### config.mk
export PLATFORM = sky130hd
export DESIGN_NAME = ln_range_reduce_seq
export DESIGN_NICKNAME = d
export VERILOG_FILES = /design/src/rtl/ln_range_reduce_seq_pkg.sv /design/src/rtl/ln_range_reduce_seq_sint_to_fp.sv /design/src/rtl/ln_range_reduce_seq.sv
export SDC_FILE = /design/constraint.sdc
export NUM_CORES = 1
export LEC_CHECK = 0
export CORE_ASPECT_RATIO = 0.7
export CORE_UTILIZATION = 36
export CTS_CLUSTER_DIAMETER = 50
export CTS_CLUSTER_SIZE = 40
export DETAILED_ROUTE_END_ITERATION = 10
export GPL_ROUTABILITY_DRIVEN = 0
export SLEW_MARGIN = 5
export SYNTH_ARGS = -nofsm -noshare
export SYNTH_HDL_FRONTEND = slang
export SYNTH_SLANG_ARGS = --single-unit
### constraint.sdc
create_clock -name clk -period 3.9 [get_ports clk]
set_clock_uncertainty 0.15 [all_clocks]
set_input_delay 0.585 -clock clk [delete_from_list [all_inputs] [get_ports clk]]
set_output_delay 0.585 -clock clk [all_outputs]
set_load 0.005 [all_outputs]
### src/rtl/ln_range_reduce_seq_pkg.sv
// Shared types and IEEE-754-style field classifiers for the ln range reducer.
// Classifiers take zero-extended exponent/mantissa fields plus the exponent width.
package ln_rr_pkg;

  localparam int FLD_W = 64;

  typedef enum logic [1:0] {
    IDLE = 2'd0,
    RUN  = 2'd1,
    CONV = 2'd2,
    DONE = 2'd3
  } state_e;

  typedef enum logic [1:0] {
    LN_RR_OK     = 2'd0,
    LN_RR_DOMAIN = 2'd1,
    LN_RR_LIMIT  = 2'd2,
    LN_RR_INF    = 2'd3
  } status_e;

  function automatic logic [FLD_W-1:0] exp_ones(input int exp_w);
    return (FLD_W'(1) << exp_w) - FLD_W'(1);
  endfunction

  function automatic logic is_zero(input logic [FLD_W-1:0] exp_f, input logic [FLD_W-1:0] man_f);
    return (exp_f == '0) && (man_f == '0);
  endfunction

  function automatic logic is_subnormal(input logic [FLD_W-1:0] exp_f, input logic [FLD_W-1:0] man_f);
    return (exp_f == '0) && (man_f != '0);
  endfunction

  function automatic logic is_inf(input logic [FLD_W-1:0] exp_f, input logic [FLD_W-1:0] man_f,
                                  input int exp_w);
    return (exp_f == exp_ones(exp_w)) && (man_f == '0);
  endfunction

  function automatic logic is_nan(input logic [FLD_W-1:0] exp_f, input logic [FLD_W-1:0] man_f,
                                  input int exp_w);
    return (exp_f == exp_ones(exp_w)) && (man_f != '0);
  endfunction

endpackage

### src/rtl/ln_range_reduce_seq_sint_to_fp.sv
// Combinational signed-integer to float converter (leading-one detect + shift).
// Exact as long as IN_W <= MAN_W+1; zero input yields +0.0.
module sint_to_fp #(
  parameter int IN_W  = 6,
  parameter int EXP_W = 8,
  parameter int MAN_W = 23
) (
  input  logic [IN_W-1:0]        in_int,
  output logic [EXP_W+MAN_W:0]   out_fp
);

  localparam int BIAS = 2**(EXP_W-1) - 1;
  localparam int PW   = (IN_W > 1) ? $clog2(IN_W) : 1;

  logic              sgn;
  logic [IN_W-1:0]   mag;
  logic [PW-1:0]     lead;
  logic [MAN_W-1:0]  man;

  always_comb begin
    sgn  = in_int[IN_W-1];
    mag  = sgn ? (~in_int + IN_W'(1)) : in_int;
    lead = '0;
    for (int i = 0; i < IN_W; i++) begin
      if (mag[i]) lead = PW'(i);
    end
    // Leading one lands on bit MAN_W and is dropped as the hidden bit.
    man = MAN_W'({mag, {MAN_W{1'b0}}} >> lead);
    if (mag == '0) begin
      out_fp = '0;
    end else begin
      out_fp = {sgn, EXP_W'(BIAS) + EXP_W'(lead), man};
    end
  end

endmodule

### src/rtl/ln_range_reduce_seq.sv
// Sequential range reducer a = 2^n * x, x in [1,2); latency 3+|e-BIAS| (capped 3+MAX_STEPS), specials 1.
// Result held in DONE until out_ready; in_ready only in IDLE. LN_RR_ONE_NUDGE_EN turns x==1.0 into 1.0+1ulp.
module ln_range_reduce_seq
  import ln_rr_pkg::*;
#(
  parameter int EXP_W     = 8,
  parameter int MAN_W     = 23,
  parameter int MAX_STEPS = 30
) (
  input  logic                 clk,
  input  logic                 reset,
  input  logic                 in_valid,
  output logic                 in_ready,
  input  logic [EXP_W+MAN_W:0] in_data,
  output logic                 out_valid,
  input  logic                 out_ready,
  output logic [EXP_W+MAN_W:0] out_n,
  output logic [EXP_W+MAN_W:0] out_x,
  output logic [1:0]           out_status
);

  localparam int FP_W  = 1 + EXP_W + MAN_W;
  localparam int BIAS  = 2**(EXP_W-1) - 1;
  localparam int CNT_W = $clog2(MAX_STEPS+1) + 1;

  localparam logic [EXP_W-1:0]        BIAS_E  = EXP_W'(BIAS);
  localparam logic [EXP_W-1:0]        EXP_ONE = 1;
  localparam logic signed [CNT_W-1:0] CNT_ONE = 1;
  localparam logic [CNT_W-1:0]        CNT_MAX = CNT_W'(MAX_STEPS);

  state_e                   state_q, state_d;
  logic                     sign_q, sign_d;
  logic [EXP_W-1:0]         exp_q, exp_d;
  logic [MAN_W-1:0]         man_q, man_d;
  logic signed [CNT_W-1:0]  count_q, count_d;
  logic                     limit_q, limit_d;
  logic [FP_W-1:0]          out_n_q, out_n_d;
  logic [FP_W-1:0]          out_x_q, out_x_d;
  status_e                  status_q, status_d;

  logic                     in_sign;
  logic [EXP_W-1:0]         in_exp;
  logic [MAN_W-1:0]         in_man;
  logic                     in_domain, in_inf;
  logic [CNT_W-1:0]         count_abs;
  logic [FP_W-1:0]          n_fp;
  logic [FP_W-1:0]          x_fin;

  assign in_sign = in_data[EXP_W+MAN_W];
  assign in_exp  = in_data[EXP_W+MAN_W-1:MAN_W];
  assign in_man  = in_data[MAN_W-1:0];

  // Negative operands (including -inf) are a domain error, checked before infinity.
  assign in_domain = in_sign
                   || is_zero(FLD_W'(in_exp), FLD_W'(in_man))
                   || is_subnormal(FLD_W'(in_exp), FLD_W'(in_man))
                   || is_nan(FLD_W'(in_exp), FLD_W'(in_man), EXP_W);
  assign in_inf    = is_inf(FLD_W'(in_exp), FLD_W'(in_man), EXP_W);

  assign count_abs = count_q[CNT_W-1] ? (~$unsigned(count_q) + CNT_W'(1)) : $unsigned(count_q);

  sint_to_fp #(
    .IN_W  (CNT_W),
    .EXP_W (EXP_W),
    .MAN_W (MAN_W)
  ) u_n_to_fp (
    .in_int (count_q),
    .out_fp (n_fp)
  );

  assign in_ready   = (state_q == IDLE) && !reset;
  assign out_valid  = (state_q == DONE);
  assign out_n      = out_n_q;
  assign out_x      = out_x_q;
  assign out_status = status_q;

  always_comb begin
    state_d  = state_q;
    sign_d   = sign_q;
    exp_d    = exp_q;
    man_d    = man_q;
    count_d  = count_q;
    limit_d  = limit_q;
    out_n_d  = out_n_q;
    out_x_d  = out_x_q;
    status_d = status_q;

    x_fin = {sign_q, exp_q, man_q};
`ifdef LN_RR_ONE_NUDGE_EN
    if (!limit_q && (exp_q == BIAS_E) && (man_q == '0)) x_fin[0] = 1'b1;
`endif

    case (state_q)
      IDLE: begin
        if (in_valid && in_ready) begin
          sign_d  = in_sign;
          exp_d   = in_exp;
          man_d   = in_man;
          count_d = '0;
          limit_d = 1'b0;
          if (in_domain) begin
            state_d  = DONE;
            out_n_d  = '0;
            out_x_d  = '0;
            status_d = LN_RR_DOMAIN;
          end else if (in_inf) begin
            state_d  = DONE;
            out_n_d  = '0;
            out_x_d  = '0;
            status_d = LN_RR_INF;
          end else begin
            state_d = RUN;
          end
        end
      end
      RUN: begin
        if (exp_q == BIAS_E) begin
          state_d = CONV;
        end else if (count_abs == CNT_MAX) begin
          state_d = CONV;
          limit_d = 1'b1;
        end else if (exp_q > BIAS_E) begin
          exp_d   = exp_q - EXP_ONE;
          count_d = count_q + CNT_ONE;
        end else begin
          exp_d   = exp_q + EXP_ONE;
          count_d = count_q - CNT_ONE;
        end
      end
      CONV: begin
        out_n_d = n_fp;
        out_x_d = x_fin;
        if (limit_q) status_d = LN_RR_LIMIT;
        else         status_d = LN_RR_OK;
        state_d = DONE;
      end
      DONE: begin
        if (out_ready) state_d = IDLE;
      end
      default: state_d = IDLE;
    endcase
  end

  always_ff @(posedge clk or posedge reset) begin
    if (reset) begin
      state_q  <= IDLE;
      sign_q   <= 1'b0;
      exp_q    <= '0;
      man_q    <= '0;
      count_q  <= '0;
      limit_q  <= 1'b0;
      out_n_q  <= '0;
      out_x_q  <= '0;
      status_q <= LN_RR_OK;
    end else begin
      state_q  <= state_d;
      sign_q   <= sign_d;
      exp_q    <= exp_d;
      man_q    <= man_d;
      count_q  <= count_d;
      limit_q  <= limit_d;
      out_n_q  <= out_n_d;
      out_x_q  <= out_x_d;
      status_q <= status_d;
    end
  end

endmodule

==> results of run 1 <==
-- power groups by stage --
| stage | logic, mW | clock network (mW) | registers (mW) |
|---|---|---|---|
| global placement | 2.32 | 0 | 1.58 |
| finish | 2.41 | 0.792 | 1.58 |
| CTS | 2.41 | 0.814 | 1.58 |
| detailed placement | 2.40 | 0 | 1.59 |
| floorplan | 1.68 | 0 | 1.49 |
| global route | 2.70 | 0.852 | 1.62 |
-- worst reg2reg max path: stages, from the launching register on --
cell and delay (ns):
dfrtp_1 0.53, inv_1 0.23, ha_1 0.29, and4b_1 0.21, a211oi_1 0.48, o41ai_4 0.15
a21oi_2 0.46, buf_4 0.28, nor2_1 0.06, a21oi_1 0.13
-- final timing paths --
path / start / to / depth (start not counted)
min: out_x[14] / out_x[14] / 2
min reg2reg: out_x[14] / out_x[14] / 2
max reg2reg: count_q[0] / exp_q[3] / 9
max in group asynchronous: reset / man_q[21] / 3
min in group asynchronous: reset / exp_q[1] / 2
max: count_q[0] / exp_q[3] / 9
-- per-stage QoR --
step	util, %	worst slack [ns]	instances	hold WS, ns	cell area [um2]
finish	47.2	0.859	720	0.316	5900
global route	47.2	0.674	720	0.346	5900
CTS	47.2	0.886	720	0.323	5900
detailed placement	45.1	0.902	704	0.309	5640
global placement	45.1	0.912	704	0.301	5640
floorplan	-	0.858	485	0.311	4710
-- registers in the layout (all words and copies together) (netlist names) --
signal      count
count_q         6
exp_q           8
limit_q         1
man_q          23
out_n          14
out_status      2
out_x          32
sign_q          1
state_q         2
-- cells by family after synthesis --
family | after synthesis | synth area share (%)
buffers and inverters | 52 | 5.89
multiplexers | 33 | 7.80
other | 1 | 0.0806
AND/OR/NAND/NOR | 191 | 19.5
AO/OA/AOI/OAI | 75 | 11.4
XOR/XNOR | 8 | 1.51
flip-flops | 89 | 47.9
adder cells (fa/ha/maj) | 21 | 5.97
-- cell type report --
| type | instances | area, um2 |
|---|---|---|
| Fill cell | 1188 | 6600 |
| Sequential cell | 89 | 2230 |
| Multi-Input combinational cell | 344 | 2220 |
| Timing Repair Buffer | 95 | 931 |
| Clock buffer | 14 | 254 |
| Tap cell | 162 | 203 |
| Inverter | 14 | 53.8 |
| Clock inverter | 2 | 13.8 |
-- metal layers --
layer  vias to the layer above  part of all wire, %  global-route usage [%]
met4                         0                 0.91                    4.18
li1                       1778                    -                       -
met1                      1802                   52                    27.3
met2                       114                   42                    26.6
met5                         -                    0                       0
met3                        11                  5.4                    4.38
-- cell usage in the layout (no fill, tap or decap), types with 5 or more instances in the layout --
cell type        count
nand3_1             41
xnor2_1              6
buf_4                8
nor4_1               8
nor2_1              17
clkdlybuf4s50_1     87
nand2_1             89
nand4_1              5
mux2_2              26
conb_1              16
a21oi_1             17
clkbuf_16            9
o21ai_0             18
dfrtp_1             89
inv_1               13
ha_1                19
nor3_1               6
a22o_1               5
nor2b_1              5
mux2i_1              7
a211oi_1             5
==> flow_summary.toml, run 1 <==
[pwr]
p_switching_mw = 1.94
finalPower_mw = 4.77
internal_power_mw = 2.83
powerDensity_mw_per_mm2 = 809
seq_power_share_pct = 33.0
peakVddDrop_uv = 298
leakagePower_nw = 2.72
p_clk_share_pct = 16.6
swShare_pct = 40.6
p_comb_share_pct = 50.4

[global_route]
grt_pass1_wl_mm = 19.0
antenna_found_initial = 0
gr-total-overflow = 0
grtUsageTotal_pct = 18.3
grt_max_degree = 33
grt_pass1_vias = 3700

[route]
via_per_inst = 5.15
drc = 0
num_vias = 3705
drt_iter0_drc = 249
routed_wl_mm = 11.6
wl_per_cell_um = 16.1
drtPass1Iterations = 4
ant_nets = 0

[setup_path]
cp-start-kind = "flip-flop"
worstPathCellList = "inv_1 -> ha_1 -> and4b_1 -> a211oi_1 -> o41ai_4 -> a21oi_2 -> buf_4 -> nor2_1 -> a21oi_1"
critPathRequiredTime_ns = 4.01
slowest_delay_ns = 0.53
critPathTopFamily = "compound AO/OA/AOI/OAI gates"
crit_buf_inv = 2
end_kind = "flip-flop"
crit_slowest_cell = "dfrtp_1"
cp_data_arrival_time_ns = 3.15
worstPathMaxFanout = 12
r2r_slack_ns = 0.86
path_class = "flip-flop to flip-flop"

[timing]
post-route-min-period_ns = 3.04
finalMaxSlewViolations = 0
maxSlewHeadroom_pct = 47.8
worst_pin_slew_ns = 0.783
fmaxAchievable_mhz = 329
final.setup.tns_ns = 0
post-route-period-util_pct = 78.0
setup_viol = 0
hold_violations = 0
rsz0062_at_grt = "no"

[yosys]
synth_area_mm2 = 0.00465
synth_area_leaders = "dfrtp_1, nand2_1, mux2_2"
ys_types = 56
synth_cells = 470
synth_edf_count = 0
yosysTopAreaCell = "dfrtp_1"
synthTopCellsByCount = "dfrtp_1, nand2_1, nand3_1, mux2_2, ha_1"
synth_top_area_share_pct = 47.9
ys_warn_count = 0
async_flop_share_pct = 100
syn_area_per_cell_um2 = 9.90
ys_ff_latch = 89
ys.flop_type = "dfrtp_1"
yosysSeqAreaShare_pct = 47.9

[cts]
tritoncts = "built"
cts-hold-fix-buffers = 0
clk_path_buf_depth = 2
post_cts_buffers = 0
numCtsBuffers = 9
cts.sinks = 89
post_cts_resized = 0
cts_max_level = 3
root_buffer = "clkbuf_16"
insertion_delay_ns = 0.34
clkTransAtPathRegs_ns = 0.06

[placement]
io_buffers = 87
dp_hpwl_mm = 8.49

[die]
row_count = 34
die_y_um = 97.1
dieArea_mm2 = 0.0134
core_mm2 = 0.0125
start_util_pct = 37.2
io_pins = 104
die_w_um = 138

[layout]
area_growth_pct = 26.9
nets = 610
antenna-diode-count = 0
drive_gt1_share_pct = 10.6

[min_path]
worstHoldPathType = "flip-flop to flip-flop"

[run_status]
status = "complete, no violations"

[job]
max_cap_violations = 0
Power figures use the tool's default switching activity.
==> run 2, diff against run 1 <==
==> constraint.sdc (replaced) <==
create_clock -name clk -period 2.7 [get_ports clk]
set_clock_uncertainty 0.15 [all_clocks]
set_input_delay 0.405 -clock clk [delete_from_list [all_inputs] [get_ports clk]]
set_output_delay 0.405 -clock clk [all_outputs]
set_load 0.005 [all_outputs]
==> run 2 against run 1 <==
Against the previous run: sequential power up 41%; die area is the same; utilization up 1.3 points; non-clock buffer count rose by 12; clock-buffer cell count fell by 4; global-route usage about the same; fmax rose by 23%; clock power rose by 53%; hold slack barely moved; cell count grew 1.5%; power grew 50%; largest power group unchanged.
==> flow_summary.toml, run 2 (synthesis gave the netlist of run 1 again) <==
[run_status]
status = "complete, no violations"

[global_route]
grt_pass1_wl_mm = 19.0
gr-total-overflow = 0
grt_max_degree = 39
grtUsageTotal_pct = 18.3
grt_pass1_vias = 3649
antenna_found_initial = 0

[setup_path]
worstPathCellList = "inv_1 -> ha_1 -> nor3b_1 -> o211a_2 -> o41ai_4 -> or2_4 -> nor4b_2 -> a311o_1"
cp_data_arrival_time_ns = 2.54
slowest_delay_ns = 0.47
r2r_slack_ns = 0.22
crit_slowest_cell = "o41ai_4"
path_class = "flip-flop to flip-flop"
rr_startpoint = "count_q[1]"
r2r_end = "count_q[5]"
cp-start-kind = "flip-flop"
critPathRequiredTime_ns = 2.77
worstPathMaxFanout = 5
end_kind = "flip-flop"
reg2reg_depth = 8

[timing]
post-route-min-period_ns = 2.48
whs_ns = 0.317
final.setup.tns_ns = 0
post-route-period-util_pct = 91.8
worst_pin_slew_ns = 0.642
hold_violations = 0
setup_viol = 0
fmaxAchievable_mhz = 404
maxSlewHeadroom_pct = 57.1
finalMaxSlewViolations = 0
rsz0062_at_grt = "no"

[placement]
io_buffers = 87
dp.cells = 716
placed_cell_area_mm2 = 0.00578
dp_hpwl_mm = 8.42

[die]
die_y_um = 97.1
io_pins = 104
core_mm2 = 0.0125
dieArea_mm2 = 0.0134
start_util_pct = 37.2
row_count = 34
die_w_um = 138

[pwr]
p_clk_share_pct = 16.9
seq_power_share_pct = 31.0
powerDensity_mw_per_mm2 = 1180
swShare_pct = 39.7
leakagePower_nw = 2.80
peakVddDrop_uv = 450
p_comb_share_pct = 52.0
p_switching_mw = 2.84
internal_power_mw = 4.31

[layout]
final_cells = 731
antenna-diode-count = 0
final_cell_mix = "nand2_1, dfrtp_1, clkdlybuf4s50_1, nand3_1, mux2_2"
n_fill_cell = 1179
largest_reg_flops = 32
final_cell_area_mm2 = 0.00606
area_growth_pct = 30.4
drive_gt1_share_pct = 12.8
nets = 622

[route]
drc = 0
wl_per_cell_um = 15.7
via_per_inst = 5.00
routed_wl_mm = 11.5
ant_nets = 0
drt_iter0_drc = 233
num_vias = 3657
drtPass1Iterations = 4

[cts]
cts_max_level = 3
post_cts_buffers = 0
root_buffer = "clkbuf_16"
insertion_delay_ns = 0.34
clkTransAtPathRegs_ns = 0.06
tritoncts = "built"
clk_path_buf_depth = 2
cts-hold-fix-buffers = 0
cts.sinks = 89
post_cts_resized = 0
numCtsBuffers = 9

[min_path]
hold_path.startpoint = "out_x[15]"
worstHoldPathType = "flip-flop to flip-flop"
min_to = "out_x[15]"
hold_depth = 2

[job]
max_cap_violations = 0
-- run 2: how the worst max path moves through the flow --
stage                      from          to  slack [ns]  cells past startpoint
floorplan            count_q[0]    exp_q[7]        0.15                      8
global placement    in_data[28]   out_n[22]        0.14                      7
detailed placement  in_data[28]   out_n[22]        0.13                      7
CTS                  count_q[1]  count_q[5]        0.22                      8
global route         count_q[1]   out_n[22]        0.01                      8
finish               count_q[1]  count_q[5]        0.22                      8
-- run 2: worst max-delay path, delay by kind of cell, from the launching register on --
kind	cells	cell delay [ns]
AOI/OAI and AO/OA	3	1.11
and+or+nand+nor	3	0.43
DFF	1	0.34
adders and majority gates	1	0.25
buffers and inverters	1	0.07
-- run 2: final cells by class --
cell class                      count  area, um2  share of cell area [%]
Clock buffer                       10        229                    3.78
Sequential cell                    89       2230                    36.7
Inverter                           14       56.3                   0.928
Clock inverter                      5       56.3                   0.928
Multi-Input combinational cell    344       2220                    36.6
Timing Repair Buffer              107       1070                    17.7
Tap cell                          162        203                    3.34
-- run 2: per-layer routing --
layer	GRT usage (%)	vias up	share of wire (%)
li1	-	1801	-
met1	27.5	1753	51
met2	26.2	97	43
met3	4.90	6	4.9
met4	3.76	0	0.80
met5	0	-	0
-- run 2: stage by stage --
step / setup WS [ns] / total power [mW] / util, %
6_report: 0.222 / 7.15 / 48.5
5_1_grt: 0.0100 / 7.76 / 48.5
4_1_cts: 0.224 / 7.21 / 48.5
3_5_place_dp: 0.128 / 5.95 / 46.2
3_3_place_gp: 0.140 / 5.86 / 46.2
2_1_floorplan: 0.146 / 4.59 / -
-- run 2: power groups by stage --
| stage | combinational (mW) | clock [mW] | sequential (mW) |
|---|---|---|---|
| floorplan | 2.43 | 0 | 2.16 |
| CTS | 3.74 | 1.24 | 2.22 |
| finish | 3.72 | 1.21 | 2.22 |
| detailed placement | 3.71 | 0 | 2.24 |
| global route | 4.14 | 1.32 | 2.30 |
| global placement | 3.64 | 0 | 2.22 |
==> run 3, diff against run 2 <==
--- a/config.mk
+++ b/config.mk
@@ -11,6 +11,7 @@
 export CTS_CLUSTER_SIZE = 40
 export DETAILED_ROUTE_END_ITERATION = 10
 export GPL_ROUTABILITY_DRIVEN = 0
+export GPL_TIMING_DRIVEN = 0
 export SLEW_MARGIN = 5
 export SYNTH_ARGS = -nofsm -noshare
 export SYNTH_HDL_FRONTEND = slang
==> constraint.sdc (replaced) <==
create_clock -name clk -period 3.13 [get_ports clk]
set_clock_uncertainty 0.15 [all_clocks]
set_input_delay 0.4695 -clock clk [delete_from_list [all_inputs] [get_ports clk]]
set_output_delay 0.4695 -clock clk [all_outputs]
set_load 0.005 [all_outputs]
==> run 3 against run 2 <==
Against the previous run: clock-buffer cell count unchanged; sequential power down 13%; utilization up 0.51 points; via count up 5.1%; register-to-register slack worse by 0.08 ns; power down 13%; first-iteration DRC count down 17%; sequential cell count unchanged; critical path depth unchanged; fmax down 17%; final area up 1.1%; routed wire length up 5.4%.
==> flow_summary.toml, run 3 (synthesis gave the netlist of run 1 again) <==
[layout]
nets = 641
area_growth_pct = 31.7
largest_reg_flops = 32
final_cell_mix = "nand2_1, dfrtp_1, clkdlybuf4s50_1, nand3_1, mux2_2"
antenna-diode-count = 0
final_cell_area_mm2 = 0.00613
drive_gt1_share_pct = 13.1

[cts]
clkTransAtPathRegs_ns = 0.07
insertion_delay_ns = 0.35
root_buffer = "clkbuf_16"
tritoncts = "built"
cts_max_level = 3
numCtsBuffers = 9
cts.sinks = 89
clk_path_buf_depth = 2
post_cts_buffers = 0

[setup_path]
path_class = "flip-flop to flip-flop"
cp_data_arrival_time_ns = 3.06
slowest_delay_ns = 0.56
critPathRequiredTime_ns = 3.21
worstPathMaxFanout = 8
rr_startpoint = "count_q[0]"
critPathLaunch = "count_q[0]"
crit_slowest_cell = "dfrtp_1"
end_kind = "flip-flop"
cp-start-kind = "flip-flop"
worstPathCellList = "inv_1 -> ha_1 -> nor3b_1 -> o211a_2 -> o41ai_4 -> or2_4 -> a21oi_1 -> a311o_1"

[pwr]
peakVddDrop_uv = 398
powerDensity_mw_per_mm2 = 1010
leakagePower_nw = 2.85

[die]
row_count = 34
die_y_um = 97.1
dieArea_mm2 = 0.0134
start_util_pct = 37.2
io_pins = 104
core_mm2 = 0.0125
die_w_um = 138

[timing]
fmaxAchievable_mhz = 335
maxSlewHeadroom_pct = 35.7
post-route-min-period_ns = 2.99
layout_setup_ws_ns = 0.143
finalMaxSlewViolations = 0
post-route-period-util_pct = 95.4
setup_viol = 0
hold_violations = 0
rsz0062_at_grt = "no"
worst_pin_slew_ns = 0.964

[global_route]
antenna_found_initial = 0
grtUsageTotal_pct = 19.0
grt_use_met2_pct = 27.2
grt_use_met3_pct = 4.23
grt_pass1_vias = 3758
gr-total-overflow = 0
grt_pass1_wl_mm = 19.5
grt_max_degree = 55
grtUsageMet1_pct = 28.5
busiest_layer = "met1"

[route]
drc = 0
drt_iter0_drc = 194
ant_nets = 0
via_per_inst = 5.12
drtPass1Iterations = 4
num_vias = 3842
routed_wl_mm = 12.1
wl_per_cell_um = 16.1

[placement]
io_buffers = 87
dp_hpwl_mm = 9.03
dp_slack_ns = -0.0700
placed_cell_area_mm2 = 0.00581

[job]
max_cap_violations = 0

[run_status]
status = "complete, no violations"

[min_path]
hold_path.startpoint = "out_x[8]"
worstHoldPathType = "flip-flop to flip-flop"
-- run 3: cell count changes in the layout (fill, tap and decap cells not counted), sizes merged --
cell / before / now
clkinv: 2 / 1
clkbuf: 10 / 25
clkinvlp: 2 / 0
inv: 14 / 18
buf: 20 / 24
-- run 3: area by class of cell --
type | instances | area, um2
inverters | 14 | 55.1
repair buffers | 88 | 898
multi-input cells | 344 | 2210
fillers | 1160 | 6380
clock buffers | 10 | 239
clock inverters | 6 | 72.6
flip-flops and latches | 89 | 2230
plain buffers | 38 | 221
well taps | 162 | 203
-- run 3: critical path, delay by kind of cell, from the launching register on --
kind	cells	cell delay [ns]
compound gates	4	1.23
flops	1	0.56
fa+ha+maj	1	0.30
buf+inv	1	0.23
simple gates	2	0.39
-- run 3: timing repair --
item	CTS	global route
hold buffers	0	0
gates resized for setup	0	1
setup endpoints to repair	0	2
-- run 3: final timing paths --
| kind | end | slack [ns] | cells after the start |
|---|---|---|---|
| max in group asynchronous | man_q[7] | 1.81 | 3 |
| hold / removal | out_x[8] | 0.32 | 2 |
| setup reg to reg | count_q[5] | 0.14 | 8 |
| min in group asynchronous | count_q[2] | 0.38 | 2 |
| hold reg to reg | out_x[8] | 0.32 | 2 |
| setup / recovery | count_q[5] | 0.14 | 8 |
-- run 3: power by group --
part | switching, mW | internal (mW)
Combinational | 1.68 | 1.42
Sequential | 0.360 | 1.58
Clock | 0.488 | 0.654
Total | 2.53 | 3.66
-- run 3: layer usage --
metal	routed length, um	up-vias
met3	569	13
met2	5200	104
met1	6220	1882
li1	-	1843
met4	135	0
met5	0	-
-- run 3: through the flow --
| step | cells | util, % | power, mW | setup TNS, ns | hold WS [ns] |
|---|---|---|---|---|---|
| final | 751 | 49.0 | 6.19 | 0 | 0.318 |
| after global routing | 751 | 49.0 | 6.68 | 0 | 0.350 |
| after CTS | 751 | 49.0 | 6.20 | 0 | 0.323 |
| after detailed placement | 735 | 46.5 | 5.04 | -1.08 | 0.307 |
| after global placement | 734 | 46.2 | 4.93 | -112.26 | 0.305 |
| after floorplan | 485 | - | 3.96 | 0 | 0.311 |
==> patch: new RTL, settings of run 1 <==
The 4 states of `state_e` get a Gray code encoding in 2 bits.
--- a/src/rtl/ln_range_reduce_seq_pkg.sv
+++ b/src/rtl/ln_range_reduce_seq_pkg.sv
@@ -5,10 +5,10 @@
   localparam int FLD_W = 64;
 
   typedef enum logic [1:0] {
-    IDLE = 2'd0,
-    RUN  = 2'd1,
-    CONV = 2'd2,
-    DONE = 2'd3
+    IDLE = 2'b00,
+    RUN  = 2'b01,
+    CONV = 2'b11,
+    DONE = 2'b10
   } state_e;
 
   typedef enum logic [1:0] {
Behaviour: no difference found for any inputs over 4 cycles, from zero or initial values and one cycle with reset high; so few cycles prove little.
==> patch against run 1 <==
Area after synthesis is 1.6% lower; setup slack worse by 0.26 ns; critical path depth is 3 higher; routed wire length is 2.0% higher; via count is 2.5% higher; first-iteration DRC count is 21% higher; total power is 4.2% lower; sequential cell count stayed put; clock power is 5.7% higher; sequential share of layout area is 0.76 points higher; die area is 1.6% lower; cell area is 2.0% lower; critical endpoint is now exp_q[6]$_DFFE_PP0P_; largest power group unchanged.
==> patch: results <==
route:
  wl_um: 11800
  vias_per_cell: 5.13
  drt_first_iter_violations: 301
  dr_wl_met2_um: 5230
  route.met3.wl_um: 636
  drt-met1-wl_um: 5860
finish:
  fin_nets: 625
  fillerInstances: 1181
  signal_buffers: 93
  seqAreaFraction: 0.385
  largest_reg_flops: 32
  nClkBuffers: 10
  drive_above_1_share: 0.0640
  multi_input_cells: 370
  seq_cells: 89
  inverters: 10
  clock_area_frac: 0.0497
  non_clock_buffer_area_share: 0.160
  multi_input_area_um2: 2100
power_and_ir_drop:
  p_sw_w: 0.00175
  peakVddDrop_mv: 0.288
  p_clk_frac: 0.183
  p_seq_frac: 0.361
  power.leakage_nw: 2.77
yosys:
  ys_seq_area_frac: 0.486
  synthTopCellsByArea: "dfrtp_1 (49%), nand2_1 (12%), nand3_1 (4.5%), ha_1 (3.8%), buf_4 (3.3%)"
  yosys-top-cells-count: "nand2_1 (142), dfrtp_1 (89), nand3_1 (41)"
  ys_types: 59
cts:
  clk_pin_slew_ns: 0.07
  postCtsSetupBuffers: 0
  clk-insertion-delay-late_ns: 0.34
placed_design:
  hpwl_um: 8340
  io_buffers: 87
  pre_cts_slack_ns: 0.691
critical_path:
  reg2regPathDepth: 12
  rr_startpoint: "exp_q[7]$_DFFE_PP0P_"
  critical_path.max_stage_delay_ns: 0.51
  path_max_fanout: 9
  crit_arrival_ns: 3.40
  setup.worst_path.end: "exp_q[6]$_DFFE_PP0P_"
outcome:
  status: "completed"
sta:
  slew_headroom: 0.373
  finalHoldWorstSlack_ns: 0.315
  fin_ws_ns: 0.598
worst_hold_path:
  min_to: "out_x[17]$_DFFE_PP0P_"
  hold_start: "man_q[17]$_DFFE_PP0P_"
grt:
  grtUsageTotal: 0.193
  grt_start_max_net_pins: 54
  grt_pass1_wl_um: 19100
  grt_pass1_vias: 3721
## patch: layer usage
metal,GRT usage,vias up
li1,-,1821
met3,0.0495,11
met5,0,-
met1,0.269,1861
met4,0.0540,0
met2,0.295,103
## patch: metrics by stage
step	std cells	util	instance area, um2	power (W)
after floorplan	513	-	4630	0.00293
after global placement	724	0.443	5500	0.00366
after detailed placement	724	0.443	5500	0.00374
after CTS	740	0.466	5790	0.00460
after global routing	740	0.466	5790	0.00496
final	740	0.466	5790	0.00457
## patch: cell families (layout without fill, tap and decap cells)
kind of cell / count (synthesis) / in the layout / synth area share
AND/OR/NAND/NOR: 245 / 245 / 0.244
multiplexers: 5 / 5 / 0.0128
XOR/XNOR: 10 / 10 / 0.0208
adder cells (fa/ha/maj): 16 / 16 / 0.0470
buffers and inverters: 54 / 119 / 0.0664
AO/OA/AOI/OAI: 78 / 78 / 0.122
other: 1 / 16 / 0.000819
flip-flops: 89 / 89 / 0.486
